**config.mk**
```make
export PLATFORM = sky130hd
export DESIGN_NAME = instr_encoder_flat
export DESIGN_NICKNAME = d
export VERILOG_FILES = /design/src/rtl/instr_encoder_if.sv /design/src/rtl/instr_encoder.sv /design/src/flat_wrapper.sv
export SDC_FILE = /design/constraint.sdc
export NUM_CORES = 1
export LEC_CHECK = 0
export CELL_PAD_IN_SITES_DETAIL_PLACEMENT = 1
export CELL_PAD_IN_SITES_GLOBAL_PLACEMENT = 1
export CORE_ASPECT_RATIO = 0.6
export CORE_MARGIN = 2
export CORE_UTILIZATION = 44
export CTS_CLUSTER_DIAMETER = 150
export CTS_CLUSTER_SIZE = 14
export DETAILED_ROUTE_END_ITERATION = 8
export PLACE_DENSITY = 0.91
export SLEW_MARGIN = 40
export SYNTH_ARGS = -nofsm -noshare
export SYNTH_HDL_FRONTEND = slang
export SYNTH_SLANG_ARGS = --single-unit
```
**constraint.sdc**
```tcl
create_clock -name clk_i -period 2.3 [get_ports clk_i]
set_input_delay 0.345 -clock clk_i [delete_from_list [all_inputs] [get_ports clk_i]]
set_output_delay 0.345 -clock clk_i [all_outputs]
set_load 0.02 [all_outputs]
```
**src/rtl/instr_encoder_if.sv**
```systemverilog
// Request/response bundle for the RV32 instruction encoder.
// The master side supplies requests and consumes words; the slave side is the encoder.
interface instr_encoder_if #(
   parameter int unsigned DEPTH = 4
);
   localparam int unsigned CW = $clog2(DEPTH) + 1;

   logic          req_valid_i;
   logic          req_ready_o;
   logic [1:0]    type_i;
   logic [3:0]    op_i;
   logic [4:0]    rd_i;
   logic [4:0]    rs1_i;
   logic [4:0]    rs2_i;
   logic [11:0]   imm_i;
   logic          out_valid_o;
   logic          out_ready_i;
   logic [31:0]   instr_o;
   logic [31:0]   addr_o;
   logic          err_o;
   logic [CW-1:0] count_o;

   modport master (
      output req_valid_i, type_i, op_i, rd_i, rs1_i, rs2_i, imm_i, out_ready_i,
      input  req_ready_o, out_valid_o, instr_o, addr_o, err_o, count_o
   );

   modport slave (
      input  req_valid_i, type_i, op_i, rd_i, rs1_i, rs2_i, imm_i, out_ready_i,
      output req_ready_o, out_valid_o, instr_o, addr_o, err_o, count_o
   );
endinterface

```
**src/rtl/instr_encoder.sv**
```systemverilog
// Encodes R-type / I-type arithmetic requests into RV32 words and queues them
// in a small FIFO; each popped word carries a running byte address.
module instr_encoder #(
   parameter logic [31:0] BASE_ADDR = 32'h0000_0000,
   parameter int unsigned DEPTH     = 4
) (
   input logic           clk_i,
   input logic           rst_i,
   instr_encoder_if.slave bus
);
   localparam int unsigned PW    = (DEPTH > 1) ? $clog2(DEPTH) : 1;
   localparam int unsigned CW    = $clog2(DEPTH) + 1;
   localparam logic [6:0]  OPC_R = 7'b0110011;
   localparam logic [6:0]  OPC_I = 7'b0010011;

   logic [31:0]   mem_q [DEPTH];
   logic [31:0]   mem_d [DEPTH];
   logic [PW-1:0] wr_ptr_q, wr_ptr_d;
   logic [PW-1:0] rd_ptr_q, rd_ptr_d;
   logic [CW-1:0] count_q, count_d;
   logic [31:0]   addr_q, addr_d;
   logic          err_q, err_d;

   logic          legal;
   logic [31:0]   word;
   logic          ready;
   logic          valid;
   logic          accept;
   logic          push;
   logic          pop;

   // Ready/valid depend only on registered occupancy.
   assign ready  = (count_q < CW'(DEPTH));
   assign valid  = (count_q != '0);
   assign accept = bus.req_valid_i && ready;
   assign push   = accept && legal;
   assign pop    = valid && bus.out_ready_i;

   assign bus.req_ready_o = ready;
   assign bus.out_valid_o = valid;
   assign bus.count_o     = count_q;
   assign bus.addr_o      = addr_q;
   assign bus.err_o       = err_q;
   // Memory is not reset; masking with valid gives a zero word while empty/in reset.
   assign bus.instr_o     = valid ? mem_q[rd_ptr_q] : '0;

   // Decode the request into an RV32 word and a legality flag.
   always_comb begin
      legal = 1'b0;
      word  = '0;
      case (bus.type_i)
         2'b00: begin
            legal = 1'b1;
            case (bus.op_i)
               4'd0:    word = {7'b0000000, bus.rs2_i, bus.rs1_i, 3'b111, bus.rd_i, OPC_R};
               4'd1:    word = {7'b0000000, bus.rs2_i, bus.rs1_i, 3'b100, bus.rd_i, OPC_R};
               4'd2:    word = {7'b0000000, bus.rs2_i, bus.rs1_i, 3'b001, bus.rd_i, OPC_R};
               4'd3:    word = {7'b0000000, bus.rs2_i, bus.rs1_i, 3'b000, bus.rd_i, OPC_R};
               4'd4:    word = {7'b0100000, bus.rs2_i, bus.rs1_i, 3'b000, bus.rd_i, OPC_R};
               4'd5:    word = {7'b0000001, bus.rs2_i, bus.rs1_i, 3'b000, bus.rd_i, OPC_R};
               default: legal = 1'b0;
            endcase
         end
         2'b01: begin
            legal = 1'b1;
            case (bus.op_i)
               4'd0:    word = {bus.imm_i, bus.rs1_i, 3'b000, bus.rd_i, OPC_I};
               4'd1:    word = {7'b0100000, bus.imm_i[4:0], bus.rs1_i, 3'b101, bus.rd_i, OPC_I};
               default: legal = 1'b0;
            endcase
         end
         default: legal = 1'b0;
      endcase
   end

   // Next-state for FIFO pointers, occupancy, output address and error pulse.
   always_comb begin
      mem_d    = mem_q;
      wr_ptr_d = wr_ptr_q;
      rd_ptr_d = rd_ptr_q;
      count_d  = count_q;
      addr_d   = addr_q;
      err_d    = accept && !legal;
      if (push) begin
         mem_d[wr_ptr_q] = word;
         wr_ptr_d        = wr_ptr_q + PW'(1);
      end
      if (pop) begin
         rd_ptr_d = rd_ptr_q + PW'(1);
         addr_d   = addr_q + 32'd4;
      end
      case ({push, pop})
         2'b10:   count_d = count_q + CW'(1);
         2'b01:   count_d = count_q - CW'(1);
         default: count_d = count_q;
      endcase
   end

   // Control state with asynchronous reset.
   always_ff @(posedge clk_i or posedge rst_i) begin
      if (rst_i) begin
         wr_ptr_q <= '0;
         rd_ptr_q <= '0;
         count_q  <= '0;
         addr_q   <= BASE_ADDR;
         err_q    <= 1'b0;
      end else begin
         wr_ptr_q <= wr_ptr_d;
         rd_ptr_q <= rd_ptr_d;
         count_q  <= count_d;
         addr_q   <= addr_d;
         err_q    <= err_d;
      end
   end

   // FIFO storage; contents are qualified by count, so no reset is needed.
   always_ff @(posedge clk_i) begin
      for (int unsigned i = 0; i < DEPTH; i++) begin
         mem_q[i] <= mem_d[i];
      end
   end
endmodule
```
**src/flat_wrapper.sv**
```systemverilog
// flat-port wrapper written by rule: the top's interface ports become plain ports
module instr_encoder_flat 
#(
   parameter logic [31:0] BASE_ADDR = 32'h0000_0000,
   parameter int unsigned DEPTH     = 4
)
  (clk_i, rst_i, bus_req_valid_i, bus_type_i, bus_op_i, bus_rd_i, bus_rs1_i, bus_rs2_i, bus_imm_i, bus_out_ready_i, bus_req_ready_o, bus_out_valid_o, bus_instr_o, bus_addr_o, bus_err_o, bus_count_o);
  instr_encoder_if #(.DEPTH(DEPTH)) bus_i ();
  input logic clk_i;
  input logic rst_i;
  input wire logic [$bits(bus_i.req_valid_i)-1:0] bus_req_valid_i;
  input wire logic [$bits(bus_i.type_i)-1:0] bus_type_i;
  input wire logic [$bits(bus_i.op_i)-1:0] bus_op_i;
  input wire logic [$bits(bus_i.rd_i)-1:0] bus_rd_i;
  input wire logic [$bits(bus_i.rs1_i)-1:0] bus_rs1_i;
  input wire logic [$bits(bus_i.rs2_i)-1:0] bus_rs2_i;
  input wire logic [$bits(bus_i.imm_i)-1:0] bus_imm_i;
  input wire logic [$bits(bus_i.out_ready_i)-1:0] bus_out_ready_i;
  output wire logic [$bits(bus_i.req_ready_o)-1:0] bus_req_ready_o;
  output wire logic [$bits(bus_i.out_valid_o)-1:0] bus_out_valid_o;
  output wire logic [$bits(bus_i.instr_o)-1:0] bus_instr_o;
  output wire logic [$bits(bus_i.addr_o)-1:0] bus_addr_o;
  output wire logic [$bits(bus_i.err_o)-1:0] bus_err_o;
  output wire logic [$bits(bus_i.count_o)-1:0] bus_count_o;
  assign bus_i.req_valid_i = bus_req_valid_i;
  assign bus_i.type_i = bus_type_i;
  assign bus_i.op_i = bus_op_i;
  assign bus_i.rd_i = bus_rd_i;
  assign bus_i.rs1_i = bus_rs1_i;
  assign bus_i.rs2_i = bus_rs2_i;
  assign bus_i.imm_i = bus_imm_i;
  assign bus_i.out_ready_i = bus_out_ready_i;
  assign bus_req_ready_o = bus_i.req_ready_o;
  assign bus_out_valid_o = bus_i.out_valid_o;
  assign bus_instr_o = bus_i.instr_o;
  assign bus_addr_o = bus_i.addr_o;
  assign bus_err_o = bus_i.err_o;
  assign bus_count_o = bus_i.count_o;
  instr_encoder #(.BASE_ADDR(BASE_ADDR), .DEPTH(DEPTH)) u_core (.clk_i(clk_i), .rst_i(rst_i), .bus(bus_i));
endmodule
```
### Yosys cells after proc, flatten, opt, wreduce, memory -nomap -nowiden

Index checks and enable logic that the tools add are counted.

* $add $sub $neg: 5
* $lt $le $gt $ge: 4
* eq/ne operators: 8
* mux-type cells: 14
* bitwise logic cells: 2
* reduce and logical (&&, ||, !) cells: 12

Operators by type and width (count)
* one-hot mux 31 bit (6 select lines): 1
* bitwise mux 128 bit: 1
* two-way mux 32 bit: 4
* one-hot mux 32 bit (2 select lines): 2
* binary-select mux 32 bit (select 2 bit): 1
* demux 32 bit (select 2 bit): 1
* adder 32 x 3 -> 32 bit (second input constant): 1
* equality test 4 x 2 -> 1 bit (second input constant): 2
* equality test 4 x 3 -> 1 bit (second input constant): 2
* greater-or-equal comparator 3 bit (second input constant): 2
* inverter 2 -> 3 bit: 2
* one-hot mux 3 bit (2 select lines): 1
* OR reduction 6 bit: 1
* logical AND 1 bit: 5
* adder 2 x 1 -> 2 bit (second input constant): 2
* equality test 2 x 1 -> 1 bit (second input constant): 2
* equality test 4 x 1 -> 1 bit (second input constant): 1
* logical NOT 4 bit: 1
* adder 3 x 1 -> 3 bit (second input constant): 1
* less-than comparator 3 x 1 -> 1 bit (second input constant): 1
* less-than comparator 3 bit (second input constant): 1
* nonzero test 3 bit: 1
* subtractor 3 x 1 -> 3 bit (second input constant): 1
* equality test 2 bit (second input constant): 1
* 6 further kinds: 7

* register bits after elaboration: 168
* bits of input ports: 37
* word-level logic and storage cells: 54

### Longest topological paths before layout

* depth in word-level cells: 7
* gate-level depth with buffers: 12
* mapped depth without buffers: 10

### Worst setup path after synthesis

Ideal clock, no wire load.

* path kind: input port to flip-flop
* from: in bus_op_i[2]
* to: reg u_core.mem_q[100] in the netlist's numbering, enable pin
* arrival: 1987 ps
* required time: 1914 ps
* path slack: -73 ps
* stages on the path: 6
* path buffers: 2
* cells stage by stage: clkbuf_2 -> maj3_1 -> nor3_2 -> and3_1 -> buf_4 -> and2_1

* longest elaborated chain between the ends: 5
* elaborated cells between the ends (all ways): 12
* classes of those cells: 5 x eq/ne; 3 x mux; 4 x reduce/logical

RTL lines
* from (decl): RTL line flat_wrapper.sv:13 `input wire logic [$bits(bus_i.op_i)-1:0] bus_op_i;`
* equality test 4 x 2 -> 1 bit (tied with other cells): RTL line instr_encoder.sv:54 `case (bus.op_i)`
* OR reduction 6 bit (no source line) or OR reduction 2 bit (tied branches)
* two-way mux 1 bit, on equally long branches: RTL line instr_encoder.sv:54, instr_encoder.sv:66
* one-hot mux 1 bit (2 select lines) (*): RTL line instr_encoder.sv:51 `case (bus.type_i)`
* logical AND 1 bit (*): RTL line instr_encoder.sv:36 `assign push = accept && legal;`
* to (signal, indexed assignment): RTL line instr_encoder.sv:119 `mem_q[i] <= mem_d[i];`
* to (decl): RTL line instr_encoder.sv:16 `logic [31:0] mem_q [DEPTH];`

Every way passes the cells marked *; elsewhere a longest branch is shown, timed or not.
A chain may end at the register's enable or synchronous reset.

### Final worst setup path

* from: reg u_core.rd_ptr_q[0]
* to: out bus_instr_o[31]

* longest elaborated chain between the ends: 5

RTL lines
* from (decl): RTL line instr_encoder.sv:19 `logic [PW-1:0] rd_ptr_q, rd_ptr_d;`
* from (signal assigned): RTL line instr_encoder.sv:109 `rd_ptr_q <= rd_ptr_d;`
* inverter 2 -> 3 bit (not written as such): RTL line instr_encoder.sv:45 `assign bus.instr_o = valid ? mem_q[rd_ptr_q] : '0;`
* binary-select mux 32 bit (select 2 bit): RTL line instr_encoder.sv:45
* two-way mux 32 bit (not written as such) (2 in a row): RTL line instr_encoder.sv:45
* two-way mux 32 bit: RTL line instr_encoder.sv:45
* to (decl): RTL line flat_wrapper.sv:21 `output wire logic [$bits(bus_i.instr_o)-1:0] bus_instr_o;`

No other way between the ends. The select of a mux whose other input is x is not followed.

==> results.toml <==
[yosys]
avgSynthCellArea_um2 = 16.4
synth_most_common_cell = "edfxtp_1"
synth_warnings = 0
synth.ff_latch_count = 146
synth_common_cells = "108 x edfxtp_1, 38 x dfrtp_1, 31 x xnor2_1, 27 x mux4_2, 19 x and2_1"
yosysTopAreaCell = "edfxtp_1"
synth_edf_count = 108
synthTopCellsByArea = "edfxtp_1 52%, dfrtp_1 15%, mux4_2 9.7%"
synthFlopType = "edfxtp_1"
synthCells = 382
synth_top_area_frac = 0.518
async_reset_ff_frac = 0.260
synth_area_um2 = 6260
yosysSeqAreaShare = 0.670
synthDistinctLibCells = 44

[finish]
post-route-util = 0.618
drive_above_1_share = 0.289
fin_nets = 564
multi_input_area_um2 = 2000
diodes = 0
layout-area-overhead-vs-synth_pct = 36.1
register_area_um2 = 4200
fillers = 1296
fin_cells = 725

[clocking]
htree_levels = 4
clkLatencyLatePin_ns = 0.42
path_clk_slew_ns = 0.06
clock-sinks = 146
ctsHoldBuffers = 0
numCtsBuffers = 17
root_buffer = "clkbuf_16"
cts_buffer_depth = 2
cts_tree = "done"

[detailed_routing]
drc = 0
drt-pass1-iter-count = 4
via_count = 3901
wl_per_cell_um = 23.8
via_per_inst = 5.38
ant_nets = 0
wl_mm = 17.3
first_iter_violations = 192

[min_path]
hold_class = "input pin to asynchronous set/reset pin"

[timing]
worst_slack_ns = -0.0195
rsz0062_at_grt = "true"
hold_viol = 0
worst_pin_slew_ns = 0.659
skew_ns = 0.00852
fmax_mhz = 431
fin_crit_ns = 2.32
final.period_utilization = 1.01
setup_viol = 1
hold_ws_ns = 0.374
drv_slew = 0
relSlewSlack = 0.556

[outcome]
status = "finished with violations"
violations = "negative setup slack"

[flow_run]
max_cap_violations = 0

[global_routing]
grt_overflow = 0
track_usage = 0.248
grt_pass1_wl_mm = 26.7
first_global_vias = 4264
grt_max_degree = 39
antenna_found_initial = 0

[critical_path]
cp.arrival_ns = 1.97
critical_path.max_stage_delay_ns = 0.51
cp-end-kind = "output pin"
worst-setup-path-type = "register to output pin"
crit_family = "multiplexers"
cp_slowest_cell = "mux4_2"
start_kind = "register"
critPathBufInv = 2
cp.required_ns = 1.96
crit_chain = "buf_4 > mux4_2 > nor2b_1 > clkdlybuf4s15_2"
path_max_fanout = 5

[placed_design]
portBuffers = 101
place_hpwl_mm = 10.7
globalplace.congestion = 0.824
dp.cells = 687

[die]
core_um2 = 13800
die-area_um2 = 15200
start_util = 0.454
die_y_um = 96.4
die_w_um = 158
rows = 33
io_pins = 107

[pwr]
p_leak_nw = 3.24
power_density_nw_per_um2 = 1130
ir_worst_vdd_uv = 498
## sequential cells by signal, summed over array words and instances (netlist names)
| register | flops |
|---|---|
| u_core.bus.addr_o | 30 |
| u_core.wr_ptr_q | 2 |
| u_core.rd_ptr_q | 2 |
| u_core.mem_q | 108 |
| u_core.bus.err_o | 1 |
| u_core.bus.count_o | 3 |
## layout by cell type (no fill, tap or decap), types with 2 or more instances in the layout
cell	netlist	routed
edfxtp_1	108	108
and3_1	7	6
nor3_4	0	2
nor2b_4	0	7
and3_2	2	2
clkbuf_8	0	7
and2_1	19	15
xor2_1	4	3
nor2b_1	15	8
buf_16	0	2
a22o_1	5	5
a21oi_1	2	2
nand4_1	12	12
and4_1	4	4
clkbuf_16	0	20
nand2_1	9	9
conb_1	1	5
buf_6	1	19
and2_2	0	4
xnor2_1	31	31
mux4_2	27	27
buf_4	9	26
nor2_2	1	2
dfrtp_1	38	37
and2b_1	14	14
inv_1	11	10
nor2_1	8	7
nor4_4	2	2
nand3_1	13	13
clkinv_2	0	3
nor3_1	3	2
clkdlybuf4s50_1	0	70
buf_2	5	9
buf_12	0	9
ha_1	6	6
## worst register-to-register path: cells and delay by family (launching register included)
kind	cells	cell delay, ns
xor+xnor	2	0.32
fa+ha+maj	2	0.57
buf+inv	3	0.28
flops	1	0.49
simple gates	2	0.35
## layer usage
| metal | vias up | share of wire | track usage |
|---|---|---|---|
| met4 | 0 | 0.018 | 0.0961 |
| met3 | 28 | 0.063 | 0.0611 |
| met5 | - | 0 | 0 |
| met2 | 143 | 0.50 | 0.414 |
| li1 | 1693 | - | - |
| met1 | 2037 | 0.42 | 0.318 |
## path summary, 6_finish.rpt
| path | start | endpoint | slack [ns] | cells after the start |
|---|---|---|---|---|
| max in group asynchronous | rst_i | u_core.rd_ptr_q[0]$_DFFE_PP0P_ | 1.56 | 3 |
| min reg2reg | u_core.bus.addr_o[31]$_DFFE_PP0P_ | u_core.bus.addr_o[31]$_DFFE_PP0P_ | 0.49 | 1 |
| min | rst_i | u_core.bus.addr_o[31]$_DFFE_PP0P_ | 0.37 | 3 |
| min in group clk_i | u_core.bus.addr_o[31]$_DFFE_PP0P_ | u_core.bus.addr_o[31]$_DFFE_PP0P_ | 0.49 | 1 |
| max reg2reg | u_core.bus.count_o[2]$_DFFE_PP0P_ | u_core.bus.count_o[2]$_DFFE_PP0P_ | 0.22 | 9 |
| max | u_core.rd_ptr_q[0]$_DFFE_PP0P_ | bus_instr_o[31] | -0.02 | 4 |
## per-stage QoR
stage | area (um2) | worst slack (ns) | power [mW] | setup TNS (ns)
global route | 8530 | -0.0798 | 10.1 | -1.05
global placement | 7740 | -0.288 | 6.36 | -19.45
finish | 8530 | -0.0195 | 9.67 | -0.0195
floorplan | 6280 | 0.130 | 5.05 | 0
detailed placement | 7740 | -0.415 | 6.51 | -29.20
CTS | 8450 | -0.0690 | 9.54 | -0.344
## final cells by class
type | instances | area share
timing repair buffer | 138 | 0.167
sequential | 146 | 0.492
clock buffer | 27 | 0.0700
multi-input combinational | 206 | 0.235
inverter | 11 | 0.00484
clock inverter | 5 | 0.00352
tap | 192 | 0.0282
## where the power goes
part | switching (mW) | internal (mW) | total, mW | leakage, nW
clock | 1.05 | 1.78 | 2.83 | 0.317
sequential | 0.238 | 2.98 | 3.22 | 1.50
combinational | 1.78 | 1.84 | 3.62 | 1.42
total | 3.07 | 6.60 | 9.67 | 3.24
## cell families after synthesis
kind of cell | count (synthesis) | share of synthesized area
DFF | 146 | 0.670
and+or+nand+nor | 117 | 0.119
xor gates and xnor gates | 35 | 0.0489
buffers and inverters | 34 | 0.0284
muxes | 30 | 0.102
AOI/OAI and AO/OA | 11 | 0.0142
adders and majority gates | 8 | 0.0168
other | 1 | 0.000599
## repair_timing
item                                    in CTS  in global routing
resized for setup                          140                 40
endpoints found under the setup margin      31                 31
pin swaps                                    2                  5
cloned                                       3                  0
setup buffers                                6                  0
No activity file was read; power rests on OpenSTA's default activity.
